File: config.mk
export PLATFORM = sky130hd
export DESIGN_NAME = fifo_read_control
export DESIGN_NICKNAME = d
export VERILOG_FILES = /design/src/rtl/fifo_read_control.sv
export SDC_FILE = /design/constraint.sdc
export NUM_CORES = 1
export LEC_CHECK = 0
export ABC_AREA = 1
export BUFFER_PORTS_ARGS = -buffer_cell sky130_fd_sc_hd__buf_4
export CAP_MARGIN = 15
export CORE_MARGIN = 4
export CORE_UTILIZATION = 24
export DETAILED_ROUTE_END_ITERATION = 6
export PLACE_DENSITY_LB_ADDON = 0.05
export SETUP_SLACK_MARGIN = 0.15
export SLEW_MARGIN = 5
export SYNTH_ARGS = -nofsm -noshare
export SYNTH_HDL_FRONTEND = slang
export SYNTH_SLANG_ARGS = --single-unit
File: constraint.sdc
create_clock -name clock_read -period 5.05 [get_ports clock_read]
set_clock_uncertainty 0.1 [all_clocks]
set_input_delay 1.01 -clock clock_read [delete_from_list [all_inputs] [get_ports clock_read]]
set_output_delay 1.01 -clock clock_read [all_outputs]
set_load 0.01 [all_outputs]
File: src/rtl/fifo_read_control.sv
// Read-domain side of the dual-clock FIFO: read pointer (binary + Gray), empty/level
// status, synchronous-read memory issue and a 2-entry show-ahead output buffer.
module fifo_read_control #(
    parameter int ADDR_WIDTH         = 6,
    parameter int DATA_WIDTH         = 8,
    parameter int ALMOST_EMPTY_LEVEL = 4
) (
    input  logic                  clock_read,
    input  logic                  read_reset_n,
    input  logic [ADDR_WIDTH:0]   sync_write_pointer,
    output logic [ADDR_WIDTH:0]   read_pointer,
    output logic [ADDR_WIDTH-1:0] read_address,
    output logic                  read_enable_mem,
    input  logic [DATA_WIDTH-1:0] mem_read_data,
    output logic [DATA_WIDTH-1:0] rd_data,
    output logic                  rd_valid,
    input  logic                  rd_ready,
    output logic                  empty,
    output logic                  almost_empty,
    output logic [ADDR_WIDTH:0]   read_level
);

    localparam int PW = ADDR_WIDTH + 1;
    localparam logic [PW-1:0] AE_LEVEL = PW'(ALMOST_EMPTY_LEVEL);

    function automatic logic [PW-1:0] bin2gray(input logic [PW-1:0] b);
        return b ^ (b >> 1);
    endfunction

    function automatic logic [PW-1:0] gray2bin(input logic [PW-1:0] g);
        logic [PW-1:0] b;
        b[PW-1] = g[PW-1];
        for (int i = PW - 2; i >= 0; i--) begin
            b[i] = b[i+1] ^ g[i];
        end
        return b;
    endfunction

    logic [PW-1:0]         rbin;
    logic [PW-1:0]         rbin_next;
    logic [PW-1:0]         level_next;
    logic                  mem_pending;
    logic [1:0]            buf_count;
    logic [1:0]            buf_count_next;
    logic [2:0]            occupancy;
    logic [DATA_WIDTH-1:0] head;
    logic [DATA_WIDTH-1:0] skid;
    logic                  pop;
    logic                  head_load_mem;
    logic                  head_load_skid;
    logic                  skid_load;

    assign read_address = rbin[ADDR_WIDTH-1:0];
    assign rd_valid     = (buf_count != 2'd0);
    assign rd_data      = head;

    // Words already in flight or buffered, after this cycle's pop, bound the next issue.
    always_comb begin
        pop             = rd_valid && rd_ready;
        occupancy       = {2'b00, mem_pending} + {1'b0, buf_count} - {2'b00, pop};
        read_enable_mem = !empty && (occupancy < 3'd2);
        rbin_next       = rbin + {{ADDR_WIDTH{1'b0}}, read_enable_mem};
        level_next      = gray2bin(sync_write_pointer) - rbin_next;
    end

    always_comb begin
        head_load_mem  = mem_pending && ((buf_count == 2'd0) || ((buf_count == 2'd1) && pop));
        head_load_skid = pop && (buf_count == 2'd2);
        skid_load      = mem_pending && (((buf_count == 2'd1) && !pop) || ((buf_count == 2'd2) && pop));
        buf_count_next = buf_count;
        if (head_load_mem) begin
            buf_count_next = 2'd1;
        end else if (skid_load && (buf_count == 2'd1)) begin
            buf_count_next = 2'd2;
        end else if (pop && !mem_pending) begin
            buf_count_next = buf_count - 2'd1;
        end
    end

    always_ff @(posedge clock_read or negedge read_reset_n) begin
        if (!read_reset_n) begin
            rbin         <= '0;
            read_pointer <= '0;
            mem_pending  <= 1'b0;
            buf_count    <= 2'd0;
            head         <= '0;
            empty        <= 1'b1;
            almost_empty <= 1'b1;
            read_level   <= '0;
        end else begin
            rbin         <= rbin_next;
            read_pointer <= bin2gray(rbin_next);
            mem_pending  <= read_enable_mem;
            buf_count    <= buf_count_next;
            if (head_load_mem) begin
                head <= mem_read_data;
            end else if (head_load_skid) begin
                head <= skid;
            end
            // Status lags the pointers by one stage, so empty can only be pessimistic.
            empty        <= (bin2gray(rbin_next) == sync_write_pointer);
            almost_empty <= (level_next <= AE_LEVEL);
            read_level   <= level_next;
        end
    end

    // The skid word is only ever read while buf_count says it is valid.
    always_ff @(posedge clock_read) begin
        if (skid_load) begin
            skid <= mem_read_data;
        end
    end

endmodule
Word-level counts from Yosys, hierarchy flattened:

Cells that the tools add are included.

* flip-flop bits (word level): 42
* word-level logic and storage cells: 49

* bitwise gates (word level): 7
* order comparisons: 2
* eq/ne operators: 3
* multiplexer cells: 5
* add/sub/neg operators: 5
* reduce and logical (&&, ||, !) cells: 18

Operators by type and width (number)
* $mux W8: 2
* $logic_and A1 B1 Y1: 9
* $add A7 B1 Y7: 1
* $eq A7 B7 Y1: 1
* $le A7 B3 Y1 const B: 1
* $sub A7 B7 Y7: 1
* $xor A7 B6 Y7: 1
* $mux W2: 3
* $xor A1 B1 Y1: 6
* $reduce_bool A2 Y1: 2
* $add A1 B2 Y3: 1
* $logic_not A1 Y1: 3
* $lt A3 B2 Y1 const B: 1
* $reduce_bool A3 Y1: 1
* $sub A3 B1 Y3: 1
* $eq A2 B1 Y1 const B: 1
* $eq A2 B2 Y1 const B: 1
* $logic_not A2 Y1: 1
* $logic_or A1 B1 Y1: 2
* $sub A2 B1 Y2 const B: 1

Logic depth before layout (Yosys ltp):

* word-level depth: 9
* gate-level depth with buffers: 25
* gate-level depth less buffers: 25

Worst setup path after synthesis:

OpenSTA, ideal clock, no wires.

* kind: input to register
* start: in rd_ready
* end: reg almost_empty
* required time: 4.883 ns
* slack: 0.887 ns
* stages: 23
* data arrival time: 3.996 ns
* library setup time: 0.067 ns
* path through: inv_1 nor2_1 inv_1 nor2_1 o21ai_0 fa_1 xnor2_1 nand2_1 nor2_1 ha_1 ha_1 nand3_2 xor2_1 inv_1 ha_1 inv_1 o21bai_1 inv_1 nand2_1 nand2_1 nand2_1 nand2_1 nor2_1

* word-level cells in the longest chain between the ends: 7

RTL lines
* start, declared: RTL line 17 `input logic rd_ready,`
* $logic_and A1 B1 Y1: RTL line 59 `pop = rd_valid && rd_ready;`
* $sub A3 B1 Y3: RTL line 60 `occupancy = {2'b00, mem_pending} + {1'b0, buf_count} - {2'b00, pop};`
* $lt A3 B2 Y1: RTL line 61 `read_enable_mem = !empty && (occupancy < 3'd2);`
* $logic_and A1 B1 Y1: RTL line 61
* named net read_enable_mem: RTL line 13 `output logic read_enable_mem,`
* $add A7 B1 Y7: RTL line 62 `rbin_next = rbin + {{ADDR_WIDTH{1'b0}}, read_enable_mem};`
* named net rbin_next[4]: RTL line 40 `logic [PW-1:0] rbin_next;`
* $sub A7 B7 Y7: RTL line 63 `level_next = gray2bin(sync_write_pointer) - rbin_next;`
* $le A7 B3 Y1: RTL line 102 `almost_empty <= (level_next <= AE_LEVEL);`
* end signal, assigned: RTL line 102
* end, declared: RTL line 19 `output logic almost_empty,`

The timed path passes the listed nets, and every way through them passes these cells.
A chain may end at the register's enable or synchronous reset.

Worst setup path in the final report:

* start: in rd_ready
* end: reg almost_empty

* word-level cells in the longest chain between the ends: 7

RTL lines (RTL line)
* $logic_and A1 B1 Y1: 59
* $sub A3 B1 Y3: 60
* $lt A3 B2 Y1: 61
* $logic_and A1 B1 Y1: 61
* $add A7 B1 Y7: 62
* named net rbin_next[4]: 40
* $sub A7 B7 Y7: 63
* $le A7 B3 Y1: 102

The timed path passes the listed nets, and every way through them passes these cells.

==> results by group <==
Route
  – Total iterations of the first detailed-routing run: 4
  – Wire length per cell after detailed routing: 12.84 µm
  – Vias per Instance: 4.214
  – Count of routing violations after the opening detailed-route iteration: 41
  – Routed wire length: 5160 µm
  – # DRC: 0
  – Total number of vias: 1694
  – Remaining number of nets flagged by the antenna check after routing: 0

Clocking
  – Count of cells resized by post-cts repair: 0
  – CTS Root Cell: sky130_fd_sc_hd__clkbuf_8
  – Clock latency on the worst-skew pair: 0.29 ns
  – Post-CTS setup buffer count: 0
  – Clock tree buffer depth: 2
  – Cts bufs inserted: 5
  – H-tree depth: 2
  – Count of hold buffers inserted by post-cts repair: 0
  – Sinks on Clock Net: 41
  – Reg clk slew, reported paths: 0.08 ns
  – TritonCTS clock tree: built

Critical path
  – Required arrival time at the worst endpoint: 5.18 ns
  – Category of the worst setup path capture point: flip-flop
  – Reg2reg start: buf_count[1]$_DFFE_PN0P_
  – Kind of start point of the critical path: input port
  – Buf+Inv Stages, Crit Path: 6
  – Slowest cell on the critical path: sky130_fd_sc_hd__fa_1
  – Worst reg2reg path depth: 24
  – Maximum fanout count along the critical path: 4
  – Logic depth of the worst path, buffers included: 24
  – Critical-path cell list: buf_4, inv_1, nor2_1, inv_1, nor2_1, o21ai_0, fa_1, xnor2_1, nand2_1, nor2_1, ha_1, ha_1, nand3_2, xor2_1, inv_1, ha_1, inv_1, o21bai_1, inv_1, nand2_1, nand2_1, nand2_1, nand2_1, nor2_1
  – Origin of the worst setup path: rd_ready
  – Top cell family by delay on the critical path: adder cells
  – Worst path arrival time: 4.38 ns
  – CP peak stage delay: 0.38 ns
  – Worst setup path class: in -> reg

Run status
  – Result of the run: complete, no violations

Power
  – Clock share of power: 0.108
  – Internal power contribution: 1.114 mW
  – Worst VDD drop: 0.2112 mV
  – Static leakage: 1.390 nW
  – Net switching power figure: 0.8980 mW
  – Switching share of power: 0.4464
  – Combinational Power Share: 0.602
  – Flop pwr share: 0.290
  – Power Density: 718.7 nW/µm²

Final layout
  – Share of cells above drive strength 1: 0.2687
  – Design area: 2799 µm²
  – Core occupancy in the finished layout: 0.3163
  – Final instance count without filler cells: 402
  – Area taken by multi-input logic gates: 1010 µm²
  – Area growth from synthesis to layout: 26.81%
  – Number of fillers in the final layout: 936
  – Fin nets: 322
  – Area of all sequential standard cells: 1069 µm²
  – Number of antenna diodes: 0

Timing
  – Achievable frequency: 235.1 MHz
  – Worst-case headroom to the max-slew limit: 0.3750
  – Transition time of the tightest slew-check pin: 0.9375 ns
  – RSZ-0062 raised after global routing: no
  – Total count of hold-check failures in the final report: 0
  – Minimum period implied by the final worst setup slack: 4.254 ns
  – Setup-failing EPs final: 0
  – Max-slew violation count: 0
  – Setup TNS after final layout: 0 ns
  – Tightest hold margin: 0.3965 ns
  – Period utilization: 0.8424

Flow run
  – Max-cap violation count: 0

Floorplanning
  – Floorplan die width: 103.9 µm
  – Height of the die: 103.9 µm
  – Total die area: 10790 µm²
  – Initial standard-cell utilization of the core: 0.2494
  – # IOs: 50
  – Row count: 34
  – Placeable core region: 8848 µm²

Place
  – Input/output buffers: 49
  – Final HPWL DP: 3891 µm
  – Standard cell area after detailed placement: 2713 µm²
  – Final RePlAce weighted congestion: 0.7639
  – # placed instances: 394

Hold path
  – Hold Path Depth: 2
  – Min-delay src: skid[7]$_DFFE_PP_
  – Tightest Hold Check Type: reg -> reg

Yosys
  – Post-synth EDFFs: 8
  – Most common cell in the netlist: sky130_fd_sc_hd__nand2_1
  – Synth area leader: sky130_fd_sc_hd__dfrtp_1
  – Netlist area before placement: 2207 µm²
  – Syn_nets: 266
  – Area share of the largest cell type after synthesis: 0.3515
  – Largest cells by area after synthesis: sky130_fd_sc_hd__dfrtp_1 35%, sky130_fd_sc_hd__edfxtp_1 11%, sky130_fd_sc_hd__nand2_1 8.8%, sky130_fd_sc_hd__nand3_1 8.2%, sky130_fd_sc_hd__ha_1 5.1%
  – Post-synthesis area per instance: 9.313 µm²
  – Register bit total from synthesis: 41
  – Unique masters post-synth: 35
  – Mapped Cells: 237
  – Share of the yosys chip area belonging to registers: 0.4841
  – Fraction of synthesis flops using an asynchronous set or reset pin: 0.8049
  – Most used DFF post-synth: sky130_fd_sc_hd__dfrtp_1
  – Number of warnings printed during yosys synthesis: 0
  – Most used standard cells in the synthesized netlist: 52 x sky130_fd_sc_hd__nand2_1, 36 x sky130_fd_sc_hd__nand3_1, 31 x sky130_fd_sc_hd__dfrtp_1

Global route
  – Overflow after GRT: 0
  – Largest net degree at the start of global routing: 34
  – Met2 capacity usage during global routing: 0.1690
  – Overall global routing resource usage: 0.1016
  – Met3 routing resource usage after global routing: 0.02483
  – Met1 usage: 0.1312
  – Busiest metal layer after global routing: met2
  – Via count of the first global-routing pass: 1753
  – Antenna violations before repair: 0
  – Global-route wire length before repair: 8852 µm
routing by layer:
metal | share of wire | up-vias | wire, µm
li1 | - | 879 | -
met1 | 0.47 | 776 | 2432
met2 | 0.47 | 34 | 2446
met3 | 0.044 | 5 | 226
met4 | 0.011 | 0 | 55
met5 | 0 | - | 0
worst reg2reg max path: stages (launching register included):
cell and delay, ns:
sky130_fd_sc_hd__dfrtp_1 0.47, sky130_fd_sc_hd__inv_1 0.09, sky130_fd_sc_hd__ha_1 0.21, sky130_fd_sc_hd__nor2_1 0.19, sky130_fd_sc_hd__inv_1 0.10, sky130_fd_sc_hd__nor2_1 0.16, sky130_fd_sc_hd__o21ai_0 0.12, sky130_fd_sc_hd__fa_1 0.38
sky130_fd_sc_hd__xnor2_1 0.14, sky130_fd_sc_hd__nand2_1 0.07, sky130_fd_sc_hd__nor2_1 0.16, sky130_fd_sc_hd__ha_1 0.22, sky130_fd_sc_hd__ha_1 0.20, sky130_fd_sc_hd__nand3_2 0.13, sky130_fd_sc_hd__xor2_1 0.30, sky130_fd_sc_hd__inv_1 0.13
sky130_fd_sc_hd__ha_1 0.38, sky130_fd_sc_hd__inv_1 0.07, sky130_fd_sc_hd__o21bai_1 0.14, sky130_fd_sc_hd__inv_1 0.07, sky130_fd_sc_hd__nand2_1 0.06, sky130_fd_sc_hd__nand2_1 0.04, sky130_fd_sc_hd__nand2_1 0.07, sky130_fd_sc_hd__nand2_1 0.05
sky130_fd_sc_hd__nor2_1 0.10
sequential cells by signal (all words and copies together) (netlist names):
signal,count
rd_data,8
skid,8
rbin,7
read_level,7
read_pointer,6
buf_count,2
almost_empty,1
empty,1
mem_pending,1
cell families after synthesis:
logic type,Yosys count,synth area share
XOR/XNOR,17,0.08617
buffers and inverters,34,0.05838
AO/OA/AOI/OAI,15,0.03969
adder cells (fa/ha/maj),11,0.06916
AND/OR/NAND/NOR,119,0.2625
flip-flops,41,0.4841
cell type report:
| cell class | instances | area share |
|---|---|---|
| Sequential cell | 41 | 0.3818 |
| Multi-Input combinational cell | 162 | 0.3608 |
| Timing Repair Buffer | 50 | 0.1341 |
| Tap cell | 108 | 0.04828 |
| Inverter | 33 | 0.04426 |
| Clock buffer | 5 | 0.02459 |
| Clock inverter | 3 | 0.006258 |
through the flow:
step	power [mW]	setup WS (ns)
final	2.012	0.7960
after global placement	1.844	0.4827
after global routing	2.237	0.4101
after detailed placement	1.835	0.4880
after floorplan	1.391	0.8870
after CTS	2.067	0.7517
worst paths after layout:
check | slack, ns | endpoint
worst max-delay path | 0.80 | almost_empty$_DFF_PN1_
worst min-delay path | 0.40 | rd_data[7]$_DFFE_PN0P_
worst max register to register | 0.83 | almost_empty$_DFF_PN1_
worst min register to register | 0.40 | rd_data[7]$_DFFE_PN0P_
max in group asynchronous | 3.94 | almost_empty$_DFF_PN1_
min in group asynchronous | 0.56 | rd_data[5]$_DFFE_PN0P_
power by group through the flow:
stage                     logic [mW]  registers (mW)  clock network, mW
after CTS                       1.25           0.588              0.230
after detailed placement        1.24           0.593                  0
final                           1.21           0.584              0.217
after floorplan                0.751           0.640                  0
after global routing            1.39           0.606              0.242
after global placement          1.25           0.599                  0
cell usage in the layout (no fill, tap or decap), types with 3 or more instances in the layout:
cell | netlist | layout
sky130_fd_sc_hd__o21ai_0 | 3 | 3
sky130_fd_sc_hd__dfrtp_1 | 31 | 31
sky130_fd_sc_hd__a31oi_1 | 3 | 3
sky130_fd_sc_hd__xor2_1 | 10 | 10
sky130_fd_sc_hd__ha_1 | 9 | 9
sky130_fd_sc_hd__nand3_1 | 36 | 36
sky130_fd_sc_hd__edfxtp_1 | 8 | 8
sky130_fd_sc_hd__nand3_2 | 6 | 6
sky130_fd_sc_hd__inv_2 | 3 | 3
sky130_fd_sc_hd__nor2_1 | 12 | 12
sky130_fd_sc_hd__xnor2_1 | 3 | 3
sky130_fd_sc_hd__clkbuf_8 | 0 | 5
sky130_fd_sc_hd__nand2_1 | 52 | 52
sky130_fd_sc_hd__inv_1 | 29 | 29
sky130_fd_sc_hd__a21oi_1 | 4 | 4
sky130_fd_sc_hd__buf_4 | 0 | 50
(Power assumes the default switching activity.)
